[src/rtl/uart_tx_fifo.sv]
// Buffered UART transmitter: byte FIFO feeding an 8N1 serialiser (8E1 when UART_TX_PARITY_EN is defined).
// States: IDLE (pop head when FIFO non-empty) | START | DATA (8 bits, LSB first) | PARITY (optional) | STOP
module uart_tx_fifo #(
    parameter int unsigned BAUD_DIV   = 104,
    parameter int unsigned DEPTH_LOG2 = 4
) (
    input  logic                  clk,
    input  logic                  rst_n,
    input  logic                  wr_en,
    input  logic [7:0]            wr_data,
    input  logic                  clr_ovf,
    output logic                  tx,
    output logic                  full,
    output logic                  empty,
    output logic [DEPTH_LOG2:0]   count,
    output logic                  busy,
    output logic                  overflow
);

    localparam int unsigned           DEPTH     = 1 << DEPTH_LOG2;
    localparam logic [DEPTH_LOG2:0]   DEPTH_CNT = (DEPTH_LOG2 + 1)'(DEPTH);
    localparam logic [15:0]           BAUD_LAST = 16'(BAUD_DIV - 1);

`ifdef UART_TX_PARITY_EN
    typedef enum logic [2:0] {ST_IDLE, ST_START, ST_DATA, ST_PARITY, ST_STOP} state_t;
`else
    typedef enum logic [1:0] {ST_IDLE, ST_START, ST_DATA, ST_STOP} state_t;
`endif

    state_t                 r_state;
    state_t                 w_state_nxt;

    logic [7:0]             r_mem [DEPTH];
    logic [DEPTH_LOG2:0]    r_wr_ptr;
    logic [DEPTH_LOG2:0]    r_rd_ptr;
    logic [DEPTH_LOG2:0]    w_wr_ptr_nxt;
    logic [DEPTH_LOG2:0]    w_rd_ptr_nxt;
    logic [DEPTH_LOG2:0]    w_count_nxt;
    logic [DEPTH_LOG2:0]    r_count;
    logic                   r_full;
    logic                   r_empty;
    logic                   r_overflow;
    logic                   w_push;
    logic                   w_pop;
    logic                   w_drop;
    logic [7:0]             w_head;

    logic [15:0]            r_baud_cnt;
    logic [2:0]             r_bit_idx;
    logic [7:0]             r_shift;
    logic                   w_bit_done;
`ifdef UART_TX_PARITY_EN
    logic                   r_parity;
`endif

    // Full flag is the registered one, so a push at full is dropped even if a pop frees a slot this cycle.
    assign w_push       = wr_en & ~r_full;
    assign w_drop       = wr_en & r_full;
    assign w_pop        = (r_state == ST_IDLE) & ~r_empty;
    assign w_wr_ptr_nxt = r_wr_ptr + (DEPTH_LOG2 + 1)'(w_push);
    assign w_rd_ptr_nxt = r_rd_ptr + (DEPTH_LOG2 + 1)'(w_pop);
    assign w_count_nxt  = w_wr_ptr_nxt - w_rd_ptr_nxt;
    assign w_head       = r_mem[r_rd_ptr[DEPTH_LOG2-1:0]];
    assign w_bit_done   = (r_baud_cnt == BAUD_LAST);

    always_ff @(posedge clk) begin
        if (w_push) begin
            r_mem[r_wr_ptr[DEPTH_LOG2-1:0]] <= wr_data;
        end
    end

    always_ff @(posedge clk or negedge rst_n) begin
        if (!rst_n) begin
            r_wr_ptr   <= '0;
            r_rd_ptr   <= '0;
            r_count    <= '0;
            r_full     <= 1'b0;
            r_empty    <= 1'b1;
            r_overflow <= 1'b0;
        end else begin
            r_wr_ptr <= w_wr_ptr_nxt;
            r_rd_ptr <= w_rd_ptr_nxt;
            r_count  <= w_count_nxt;
            r_full   <= (w_count_nxt == DEPTH_CNT);
            r_empty  <= (w_count_nxt == '0);
            if (w_drop) begin
                r_overflow <= 1'b1;
            end else if (clr_ovf) begin
                r_overflow <= 1'b0;
            end
        end
    end

    always_ff @(posedge clk or negedge rst_n) begin
        if (!rst_n) begin
            r_state <= ST_IDLE;
        end else begin
            r_state <= w_state_nxt;
        end
    end

    always_comb begin
        w_state_nxt = r_state;
        case (r_state)
            ST_IDLE:   if (!r_empty)   w_state_nxt = ST_START;
            ST_START:  if (w_bit_done) w_state_nxt = ST_DATA;
            ST_DATA: begin
                if (w_bit_done && (r_bit_idx == 3'd7)) begin
`ifdef UART_TX_PARITY_EN
                    w_state_nxt = ST_PARITY;
`else
                    w_state_nxt = ST_STOP;
`endif
                end
            end
`ifdef UART_TX_PARITY_EN
            ST_PARITY: if (w_bit_done) w_state_nxt = ST_STOP;
`endif
            ST_STOP:   if (w_bit_done) w_state_nxt = ST_IDLE;
            default:   w_state_nxt = ST_IDLE;
        endcase
    end

    always_ff @(posedge clk or negedge rst_n) begin
        if (!rst_n) begin
            r_baud_cnt <= '0;
            r_bit_idx  <= '0;
            r_shift    <= '0;
`ifdef UART_TX_PARITY_EN
            r_parity   <= 1'b0;
`endif
        end else if (r_state == ST_IDLE) begin
            r_baud_cnt <= '0;
            r_bit_idx  <= '0;
            if (w_pop) begin
                r_shift  <= w_head;
`ifdef UART_TX_PARITY_EN
                r_parity <= ^w_head;
`endif
            end
        end else if (w_bit_done) begin
            r_baud_cnt <= '0;
            if (r_state == ST_DATA) begin
                r_shift   <= r_shift >> 1;
                r_bit_idx <= r_bit_idx + 3'd1;
            end
        end else begin
            r_baud_cnt <= r_baud_cnt + 16'd1;
        end
    end

    always_comb begin
        tx   = 1'b1;
        busy = (r_state != ST_IDLE);
        case (r_state)
            ST_START:  tx = 1'b0;
            ST_DATA:   tx = r_shift[0];
`ifdef UART_TX_PARITY_EN
            ST_PARITY: tx = r_parity;
`endif
            default:   tx = 1'b1;
        endcase
    end

    assign full     = r_full;
    assign empty    = r_empty;
    assign count    = r_count;
    assign overflow = r_overflow;

endmodule

[config.mk]
export PLATFORM = sky130hd
export DESIGN_NAME = uart_tx_fifo
export DESIGN_NICKNAME = d
export VERILOG_FILES = /design/src/rtl/uart_tx_fifo.sv
export SDC_FILE = /design/constraint.sdc
export NUM_CORES = 1
export LEC_CHECK = 0
export ABC_AREA = 1
export BUFFER_PORTS_ARGS = -buffer_cell sky130_fd_sc_hd__buf_2
export CORE_MARGIN = 2
export CORE_UTILIZATION = 33
export DETAILED_ROUTE_END_ITERATION = 8
export PLACE_DENSITY = 0.5
export SYNTH_ARGS = -nofsm -noshare
export SYNTH_HDL_FRONTEND = slang
export SYNTH_SLANG_ARGS = --single-unit
export TNS_END_PERCENT = 1
[constraint.sdc]
create_clock -name clk -period 3.81 [get_ports clk]
set_input_delay 0 -clock clk [delete_from_list [all_inputs] [get_ports clk]]
set_output_delay 0 -clock clk [all_outputs]
set_load 0.05 [all_outputs]
==> results of run 1 <==
==> worst paths after layout <==
| check | start | to | slack (ns) | depth (start not counted) |
|---|---|---|---|---|
| max | r_state[0]$_DFFE_PN0P_ | empty$_DFF_PN1_ | 0.73 | 15 |
| max reg2reg | r_state[0]$_DFFE_PN0P_ | empty$_DFF_PN1_ | 0.73 | 15 |
| min | wr_en | r_wr_ptr[0]$_DFF_PN0_ | 0.17 | 4 |
| min reg2reg | r_baud_cnt[0]$_DFF_PN0_ | r_baud_cnt[0]$_DFF_PN0_ | 0.46 | 1 |
| max in group asynchronous | rst_n | r_rd_ptr[0]$_DFF_PN0_ | 3.13 | 3 |
| min in group asynchronous | rst_n | r_shift[0]$_DFFE_PN0P_ | 0.20 | 3 |
==> cell type report <==
class                      count  share of cell area
timing repair buffer          39              0.0303
clock inverter                13              0.0164
sequential                   175               0.568
inverter                      74              0.0314
multi-input combinational    480               0.260
clock buffer                  19              0.0490
tap                          313              0.0443
==> where the power goes <==
group	internal (mW)	total (mW)	switching (mW)
Clock	0.877	1.70	0.819
Combinational	0.220	0.801	0.581
Sequential	2.29	2.36	0.0750
==> worst reg2reg max path, stage by stage (launching register included) <==
cell	delay, ns
dfrtp_1	0.42
inv_1	0.12
ha_1	0.19
inv_2	0.09
or2_0	0.22
inv_1	0.23
ha_1	0.25
ha_1	0.20
xor2_1	0.20
inv_1	0.06
ha_1	0.35
a21oi_1	0.15
o21ai_0	0.12
xnor2_1	0.20
nand2_1	0.10
nor2_1	0.12
==> metal layers <==
| layer | wire length (um) | vias up |
|---|---|---|
| met1 | 8280 | 2367 |
| met4 | 330 | 0 |
| met3 | 563 | 18 |
| met2 | 8560 | 72 |
| met5 | 0 | - |
| li1 | - | 2573 |
==> layout by cell type, fill, tap and decap left out, drive strengths merged <==
master	synthesis	routed
nand2	167	167
inv	72	79
clkbuf	10	19
buf	14	28
dfrtp	46	46
nand3	89	89
nand4	6	6
nor3	12	12
o21bai	1	1
a21oi	12	12
ha	16	16
dlygate4sd3	0	11
or3	1	1
or2	6	6
fa	1	1
nor2	115	115
dfstp	1	1
clkinv	2	7
nand3b	1	1
o21ai	35	35
clkinvlp	0	1
xnor2	3	3
edfxtp	128	128
o21a	1	1
o211ai	3	3
xor2	11	11
==> cell usage after synthesis <==
library cell | number | area share
nand2_2 | 3 | 0.0024
buf_2 | 12 | 0.0078
clkinv_1 | 2 | 0.00097
nand4_1 | 6 | 0.0049
or2_0 | 1 | 0.00081
o21bai_1 | 1 | 0.00097
edfxtp_1 | 128 | 0.50
or2_2 | 5 | 0.0041
o211ai_1 | 3 | 0.0029
xor2_1 | 11 | 0.012
inv_2 | 4 | 0.0019
buf_6 | 1 | 0.0015
o21a_1 | 1 | 0.00097
nand2_1 | 163 | 0.079
nand2_4 | 1 | 0.0015
nor2_2 | 3 | 0.0024
inv_1 | 68 | 0.033
xnor2_2 | 1 | 0.0021
a21oi_1 | 12 | 0.0078
xnor2_1 | 2 | 0.0023
dfrtp_1 | 46 | 0.15
dfstp_2 | 1 | 0.0034
nor2_1 | 112 | 0.055
o21ai_1 | 1 | 0.00065
nor3_1 | 12 | 0.0078
nand3_1 | 89 | 0.058
clkbuf_1 | 10 | 0.0049
buf_4 | 1 | 0.00097
ha_1 | 16 | 0.026
nand3b_1 | 1 | 0.00097
fa_1 | 1 | 0.0026
or3_1 | 1 | 0.00081
o21ai_0 | 34 | 0.022
==> registers in the layout, indices dropped and copies added (netlist names) <==
signal	flops
empty	1
r_mem	128
r_shift	8
r_wr_ptr	5
count	5
full	1
r_bit_idx	3
r_rd_ptr	5
r_baud_cnt	16
r_state	2
overflow	1
==> kinds of logic (layout without fill, tap and decap cells) <==
logic type	count (synthesis)	in the layout	synth area share
AO/OA/AOI/OAI	52	52	0.0354
XOR/XNOR	14	14	0.0169
adder cells (fa/ha/maj)	17	17	0.0285
buffers and inverters	98	145	0.0511
flip-flops	175	175	0.651
AND/OR/NAND/NOR	397	397	0.217
==> metrics by stage <==
stage                     power (mW)  setup slack [ns]  hold slack (ns)  cell area (um2)
after floorplan                 2.95             0.974           -0.296             7710
after global placement          3.20             0.838            0.148             8150
after detailed placement        3.21             0.704            0.149             8150
after CTS                       4.93             0.683            0.171             8840
after global routing            5.12             0.376            0.215             8840
final                           4.86             0.733            0.165             8840
==> flow_metrics.py, run 1 <==
metrics = {
    "global_routing": {
        "use_met2": 0.252,
        "busiest_layer": "met2",
        "antenna_found_initial": 0,
        "overflow": 0,
        "grtUsageTotal": 0.155,
        "grt_use_met3": 0.0280,
        "grt_max_degree": 49,
        "grt_pass1_vias": 5052,
        "grtUsageMet1": 0.207,
        "grt_pass1_wl_um": 28400,
    },
    "drt": {
        "antenna_left": 0,
        "wl_per_cell_um": 15.9,
        "drt_iter0_markers": 286,
        "vias": 5030,
        "drc_errors": 0,
        "drtPass1Iterations": 5,
        "via_per_inst": 4.52,
        "drt-total-wl_um": 17700,
    },
    "yosys": {
        "syn_inst": 753,
        "synth_cell_types": 33,
        "syn_avg_cell_area_um2": 10.2,
        "yosys_register_bits": 175,
        "synth_nets": 782,
        "yosysSeqAreaShare": 0.651,
        "yosysWarnings": 0,
        "netlist_area_mm2": 0.00771,
    },
    "placement": {
        "routabilityCongestion": 0.806,
        "portBuffers": 21,
        "hpwlAfterDp_um": 11400,
        "dpl.cell_count": 1070,
    },
    "cts": {
        "cts-root-buf": "clkbuf_16",
        "cts_resized": 0,
        "post-cts-setup-buffers": 0,
        "htree_levels": 4,
        "clk_pin_slew_ns": 0.07,
        "cts_buffer_depth": 2,
        "clk_latency_ns": 0.43,
        "holdBufCountCts": 11,
        "cts_buffers": 17,
        "clock_sinks": 175,
        "cts_tree": "done",
    },
    "timing": {
        "hold_violations": 0,
        "slew_viol_final": 0,
        "fin_skew_ns": 0.0138,
        "layout_min_cycle_time_ns": 3.08,
        "rsz0062_at_grt": "false",
        "finalCritPeriodShare": 0.808,
        "setup_tns_ns": 0,
        "slew_headroom": 0.412,
        "fmax_mhz": 325,
        "setup_viol": 0,
        "worst_pin_slew_ns": 0.879,
    },
    "setup_path": {
        "crit_buf_inv": 4,
        "startpoint_type": "flop",
        "cp_max_fo": 7,
        "crit_required_ns": 4.17,
        "cpMaxStageDelayCell": "dfrtp_1",
        "critPathTopFamily": "adder cells",
        "worstPathCellList": "inv_1, ha_1, inv_2, or2_0, inv_1, ha_1, ha_1, xor2_1, inv_1, ha_1, a21oi_1, o21ai_0, xnor2_1, nand2_1, nor2_1",
        "worst_ep_arrival_time_ns": 3.44,
        "crit_top_cell": "ha_1",
        "cp-end-kind": "flop",
        "path_class": "flop to flop",
        "critical_path.max_stage_delay_ns": 0.42,
    },
    "layout": {
        "final_cells": 1113,
        "nNetsFinal": 816,
        "drive_above_1_share": 0.0963,
        "seqCellArea_mm2": 0.00502,
        "post-route-util": 0.388,
        "syn_to_final_growth_pct": 14.5,
        "multi_input_area_mm2": 0.00230,
        "n_antenna_cell": 0,
        "fill_cells": 2257,
    },
    "status": {
        "status": "completed",
    },
    "floorplan": {
        "initial_core_util": 0.339,
        "die-area_mm2": 0.0246,
        "die_y_um": 157,
        "core_area_mm2": 0.0228,
        "die_w_um": 157,
        "num_rows": 55,
        "io_pins": 22,
    },
    "worst_hold_path": {
        "holdCritPathClass": "input pin to flop",
    },
    "power_and_ir_drop": {
        "powerDensity_mw_per_mm2": 550,
        "power_leakage_nw": 3.56,
        "vdd_drop_max_mv": 0.280,
    },
    "flow_run": {
        "maxCapViolations": 0,
    },
}
(Power assumes the default switching activity.)
==> run 2, diff against run 1 <==
clock period = 3.1 ns   (was 3.81 ns; I/O delays follow)
==> flow_metrics.py, run 2 (synthesis gave the netlist of run 1 again) <==
metrics = {
    "timing": {
        "setup_tns_ns": 0,
        "worst_pin_slew_ns": 0.880,
        "layout_min_cycle_time_ns": 2.71,
        "slew_headroom": 0.411,
        "hold_violations": 0,
        "fmax_mhz": 369,
        "slew_viol_final": 0,
        "rsz0062_at_grt": "false",
        "finalCritPeriodShare": 0.875,
        "fin_skew_ns": 0.0291,
        "setup_viol": 0,
    },
    "setup_path": {
        "crit_top_cell": "inv_1",
        "cp-end-kind": "flop",
        "cpMaxStageDelayCell": "dfrtp_2",
        "worst_ep_arrival_time_ns": 3.03,
        "critical_path.max_stage_delay_ns": 0.44,
        "cp_max_fo": 4,
        "path_class": "flop to flop",
        "crit_required_ns": 3.42,
        "startpoint_type": "flop",
        "worstPathCellList": "inv_2, ha_2, inv_2, or2_0, inv_1, ha_1, ha_1, xor2_1, inv_1, ha_4, a21oi_1, o21ai_0, xnor2_1, buf_4, inv_1",
    },
    "floorplan": {
        "die-area_mm2": 0.0246,
        "core_area_mm2": 0.0228,
        "die_y_um": 157,
        "initial_core_util": 0.339,
        "die_w_um": 157,
        "num_rows": 55,
        "io_pins": 22,
    },
    "layout": {
        "largest_register_ffs": 128,
        "n_antenna_cell": 0,
        "layout_commonest_cell": "nand2_1",
        "nNetsFinal": 830,
        "syn_to_final_growth_pct": 17.2,
        "fill_cells": 2242,
        "layout.cells.most_common_list": "163 x nand2_1, 128 x edfxtp_1, 112 x nor2_1, 89 x nand3_1, 66 x inv_1",
        "drive_above_1_share": 0.122,
    },
    "cts": {
        "cts_buffers": 17,
        "cts_tree": "done",
        "cts_buffer_depth": 2,
        "cts-root-buf": "clkbuf_16",
        "clk_pin_slew_ns": 0.08,
        "htree_levels": 4,
        "clock_sinks": 175,
        "clk_latency_ns": 0.44,
    },
    "placement": {
        "routabilityCongestion": 0.765,
        "hpwlAfterDp_um": 11300,
        "portBuffers": 21,
    },
    "drt": {
        "wl_per_cell_um": 15.9,
        "drc_errors": 0,
        "drtPass1Iterations": 4,
        "drt-total-wl_um": 17900,
        "vias": 5109,
        "via_per_inst": 4.53,
        "antenna_left": 0,
        "drt_iter0_markers": 294,
    },
    "global_routing": {
        "grt_pass1_vias": 4943,
        "grt_max_degree": 65,
        "grtUsageTotal": 0.155,
        "grt_pass1_wl_um": 28300,
        "overflow": 0,
        "antenna_found_initial": 0,
    },
    "power_and_ir_drop": {
        "power_mw": 6.24,
        "powerDensity_mw_per_mm2": 690,
        "vdd_drop_max_mv": 0.349,
        "power_leakage_nw": 3.67,
    },
    "worst_hold_path": {
        "holdCritPathClass": "input pin to async pin",
    },
    "flow_run": {
        "maxCapViolations": 0,
    },
    "status": {
        "status": "completed",
    },
}
## run 2: cell count changes in the layout (fill, tap and decap cells not counted), moves of 2 or more
cell      delta
ha_1         -2
inv_6        -2
inv_12       +2
inv_1        -2
clkbuf_1     -2
buf_4       +13
clkinv_8     +3
inv_2        +2
## run 2: repair_timing
action                                  CTS  global route
hold buffers                             11             0
setup buffers                             0             2
resized for setup                         0             6
endpoints found under the setup margin    0             3
hold endpoints to repair                125             0
## run 2: final timing paths
check,start,cells after the start,slack [ns],endpoint
setup / recovery,r_state[0]$_DFFE_PN0P_,15,0.39,count[3]$_DFF_PN0_
hold / removal,rst_n,2,0.08,r_baud_cnt[5]$_DFF_PN0_
setup reg to reg,r_state[0]$_DFFE_PN0P_,15,0.39,count[3]$_DFF_PN0_
hold reg to reg,r_baud_cnt[0]$_DFF_PN0_,1,0.47,r_baud_cnt[0]$_DFF_PN0_
max in group asynchronous,rst_n,3,2.23,empty$_DFF_PN1_
min in group clk,wr_en,4,0.16,r_wr_ptr[0]$_DFF_PN0_
## run 2: critical path: cells and delay by family, from the launching register on
family          cells  cell delay (ns)
simple gates        1             0.21
xor+xnor            2             0.40
flops               1             0.44
compound gates      2             0.25
buf+inv             6             0.47
fa+ha+maj           4             0.85
## run 2: metal layers
metal  vias up  part of all wire  GRT usage
li1       2604                 -          -
met1      2431              0.47      0.205
met2        61              0.49      0.263
met3        13             0.024     0.0271
met4         0            0.0099     0.0411
met5         -                 0          0
## run 2: layout make-up
class                   instances  area [um2]  area share
inverters                      74         278      0.0307
flip-flops and latches        175        5020       0.555
multi-input cells             480        2320       0.256
clock inverters                15         223      0.0246
repair buffers                 53         385      0.0426
well taps                     313         392      0.0433
clock buffers                  17         425      0.0470
## run 2: through the flow
stage / std cells / util / setup slack [ns] / cell area (um2) / hold WS, ns
3_3_place_gp: 1082 / 0.362 / 0.383 / 8250 / 0.0190
4_1_cts: 1125 / 0.395 / 0.247 / 9010 / 0.0893
5_1_grt: 1127 / 0.397 / 0.0759 / 9040 / 0.133
2_1_floorplan: 753 / - / 0.264 / 7710 / -0.296
6_report: 1127 / 0.397 / 0.389 / 9040 / 0.0812
3_5_place_dp: 1082 / 0.362 / 0.281 / 8250 / 0.0128
## run 2: where the power goes
group          switching, mW  total, mW  internal [mW]
clock                   1.07       2.27           1.19
combinational          0.736       1.07          0.333
sequential            0.0906       2.90           2.81
total                   1.90       6.24           4.34
==> run 3, diff against run 2 <==
CORE_MARGIN = 4   (was 2)
==> flow_metrics.py, run 3 (synthesis gave the netlist of run 1 again) <==
metrics = {
    "status": {
        "status": "completed",
    },
    "power_and_ir_drop": {
        "netSwitchingFraction": 0.305,
        "pwr-share-comb": 0.167,
        "p_sw_mw": 1.89,
        "vdd_drop_max_mv": 0.334,
        "power_leakage_nw": 3.65,
        "p_int_mw": 4.31,
        "power.share.clock": 0.365,
        "seqPwrFrac": 0.468,
        "powerDensity_mw_per_mm2": 690,
    },
    "setup_path": {
        "startpoint_type": "flop",
        "reg2regPathDepth": 15,
        "crit_buf_inv": 4,
        "cp_max_fo": 4,
        "critical_path.max_stage_delay_ns": 0.42,
        "path_class": "flop to flop",
        "cp-end-kind": "flop",
        "reg2reg_from": "r_state[0]$_DFFE_PN0P_",
        "r2r_end": "empty$_DFF_PN1_",
        "worstPathCellList": "inv_1, ha_1, inv_2, or2_0, inv_1, ha_1, ha_1, xor2_1, inv_1, ha_1, a21oi_1, o21ai_1, xnor2_1, nand2_1, nor2_2",
        "reg2reg_slack_ns": 0.29,
        "cpMaxStageDelayCell": "dfrtp_1",
        "critPathTopFamily": "adder cells",
        "crit_required_ns": 3.47,
        "crit_top_cell": "ha_1",
        "worst_ep_arrival_time_ns": 3.18,
    },
    "layout": {
        "layout.cells.most_common_list": "163 x nand2_1, 128 x edfxtp_1, 111 x nor2_1, 89 x nand3_1, 68 x inv_1",
        "seqCellArea_mm2": 0.00502,
        "fill_cells": 2275,
        "multi_input_area_mm2": 0.00230,
        "largest_register_ffs": 128,
        "syn_to_final_growth_pct": 16.5,
        "n_antenna_cell": 0,
        "fin_area_mm2": 0.00899,
        "layout_commonest_cell": "nand2_1",
        "drive_above_1_share": 0.112,
        "nNetsFinal": 827,
    },
    "timing": {
        "setup_tns_ns": 0,
        "finalCritPeriodShare": 0.906,
        "hold_violations": 0,
        "worst_pin_slew_ns": 0.846,
        "rsz0062_at_grt": "false",
        "slew_viol_final": 0,
        "setup_viol": 0,
        "fin_skew_ns": 0.0146,
        "layout_min_cycle_time_ns": 2.81,
        "slew_headroom": 0.434,
        "fmax_mhz": 356,
    },
    "floorplan": {
        "die_y_um": 161,
        "core_area_mm2": 0.0228,
        "die-area_mm2": 0.0259,
        "die_w_um": 161,
        "io_pins": 22,
        "initial_core_util": 0.338,
        "num_rows": 55,
    },
    "drt": {
        "antenna_left": 0,
        "drt_iter0_markers": 322,
        "drtPass1Iterations": 4,
        "drt-total-wl_um": 17800,
        "vias": 5090,
        "drc_errors": 0,
        "via_per_inst": 4.53,
        "wl_per_cell_um": 15.8,
    },
    "cts": {
        "clock_sinks": 175,
        "clk_latency_ns": 0.44,
        "cts-root-buf": "clkbuf_16",
        "clk_pin_slew_ns": 0.08,
        "htree_levels": 4,
        "cts_buffers": 17,
        "cts_tree": "done",
        "cts_buffer_depth": 2,
    },
    "placement": {
        "placed_area_mm2": 0.00824,
        "portBuffers": 21,
        "routabilityCongestion": 0.783,
        "hpwlAfterDp_um": 11500,
    },
    "global_routing": {
        "grtUsageTotal": 0.145,
        "grt_pass1_vias": 5117,
        "grt_pass1_wl_um": 28900,
        "overflow": 0,
        "grt_max_degree": 55,
        "antenna_found_initial": 0,
    },
    "worst_hold_path": {
        "holdCritPathClass": "input pin to async pin",
    },
    "flow_run": {
        "maxCapViolations": 0,
    },
}
==> run 3: cell types whose count changed in the layout (fill, tap and decap cells not counted), sizes merged <==
cell / change
clkinv: -1
buf: -3
inv: +1
==> run 3: worst max path at each step <==
stage / slack [ns] / end / from / cells after the start
after floorplan: 0.26 / empty$_DFF_PN1_ / r_state[0]$_DFFE_PN0P_ / 15
after global placement: 0.39 / empty$_DFF_PN1_ / r_state[0]$_DFFE_PN0P_ / 15
after detailed placement: 0.30 / empty$_DFF_PN1_ / r_state[0]$_DFFE_PN0P_ / 15
after CTS: 0.25 / empty$_DFF_PN1_ / r_state[0]$_DFFE_PN0P_ / 15
after global routing: 0.04 / empty$_DFF_PN1_ / r_state[0]$_DFFE_PN0P_ / 15
final: 0.29 / empty$_DFF_PN1_ / r_state[0]$_DFFE_PN0P_ / 15
==> run 3: metal layers <==
| metal | up-vias | routed length (um) | track usage | share of wire |
|---|---|---|---|---|
| li1 | 2598 | - | - | - |
| met1 | 2413 | 8250 | 0.197 | 0.46 |
| met2 | 68 | 8710 | 0.236 | 0.49 |
| met3 | 11 | 652 | 0.0367 | 0.037 |
| met4 | 0 | 150 | 0.0326 | 0.0084 |
| met5 | - | 0 | 0 | 0 |
==> run 3: power groups by stage <==
stage	clock network [mW]	logic (mW)	registers (mW)
after global placement	0	0.994	2.95
final	2.26	1.04	2.90
after CTS	2.32	1.02	2.90
after detailed placement	0	1.00	2.95
after floorplan	0	0.511	3.12
after global routing	2.42	1.17	2.93
==> run 3: area by class of cell <==
type | count | area share
flip-flops and latches | 175 | 0.559
multi-input cells | 480 | 0.256
clock buffers | 17 | 0.0473
well taps | 313 | 0.0436
repair buffers | 50 | 0.0404
inverters | 74 | 0.0309
clock inverters | 15 | 0.0231
==> run 3: metrics by stage <==
step	hold WS, ns	power, mW	utilization	worst slack [ns]	cells
2_1_floorplan	-0.296	3.63	-	0.264	753
3_3_place_gp	0.0792	3.94	0.360	0.391	1080
3_5_place_dp	0.0731	3.96	0.360	0.304	1080
4_1_cts	0.139	6.24	0.393	0.248	1123
5_1_grt	0.184	6.52	0.393	0.0388	1124
6_report	0.126	6.20	0.393	0.291	1124
==> run 3: repair_timing <==
item | CTS | global route
endpoints found under the setup margin | 0 | 2
gates resized for setup | 0 | 2
setup buffers | 0 | 1
endpoints found under the hold margin | 126 | 0
hold buffers | 11 | 0
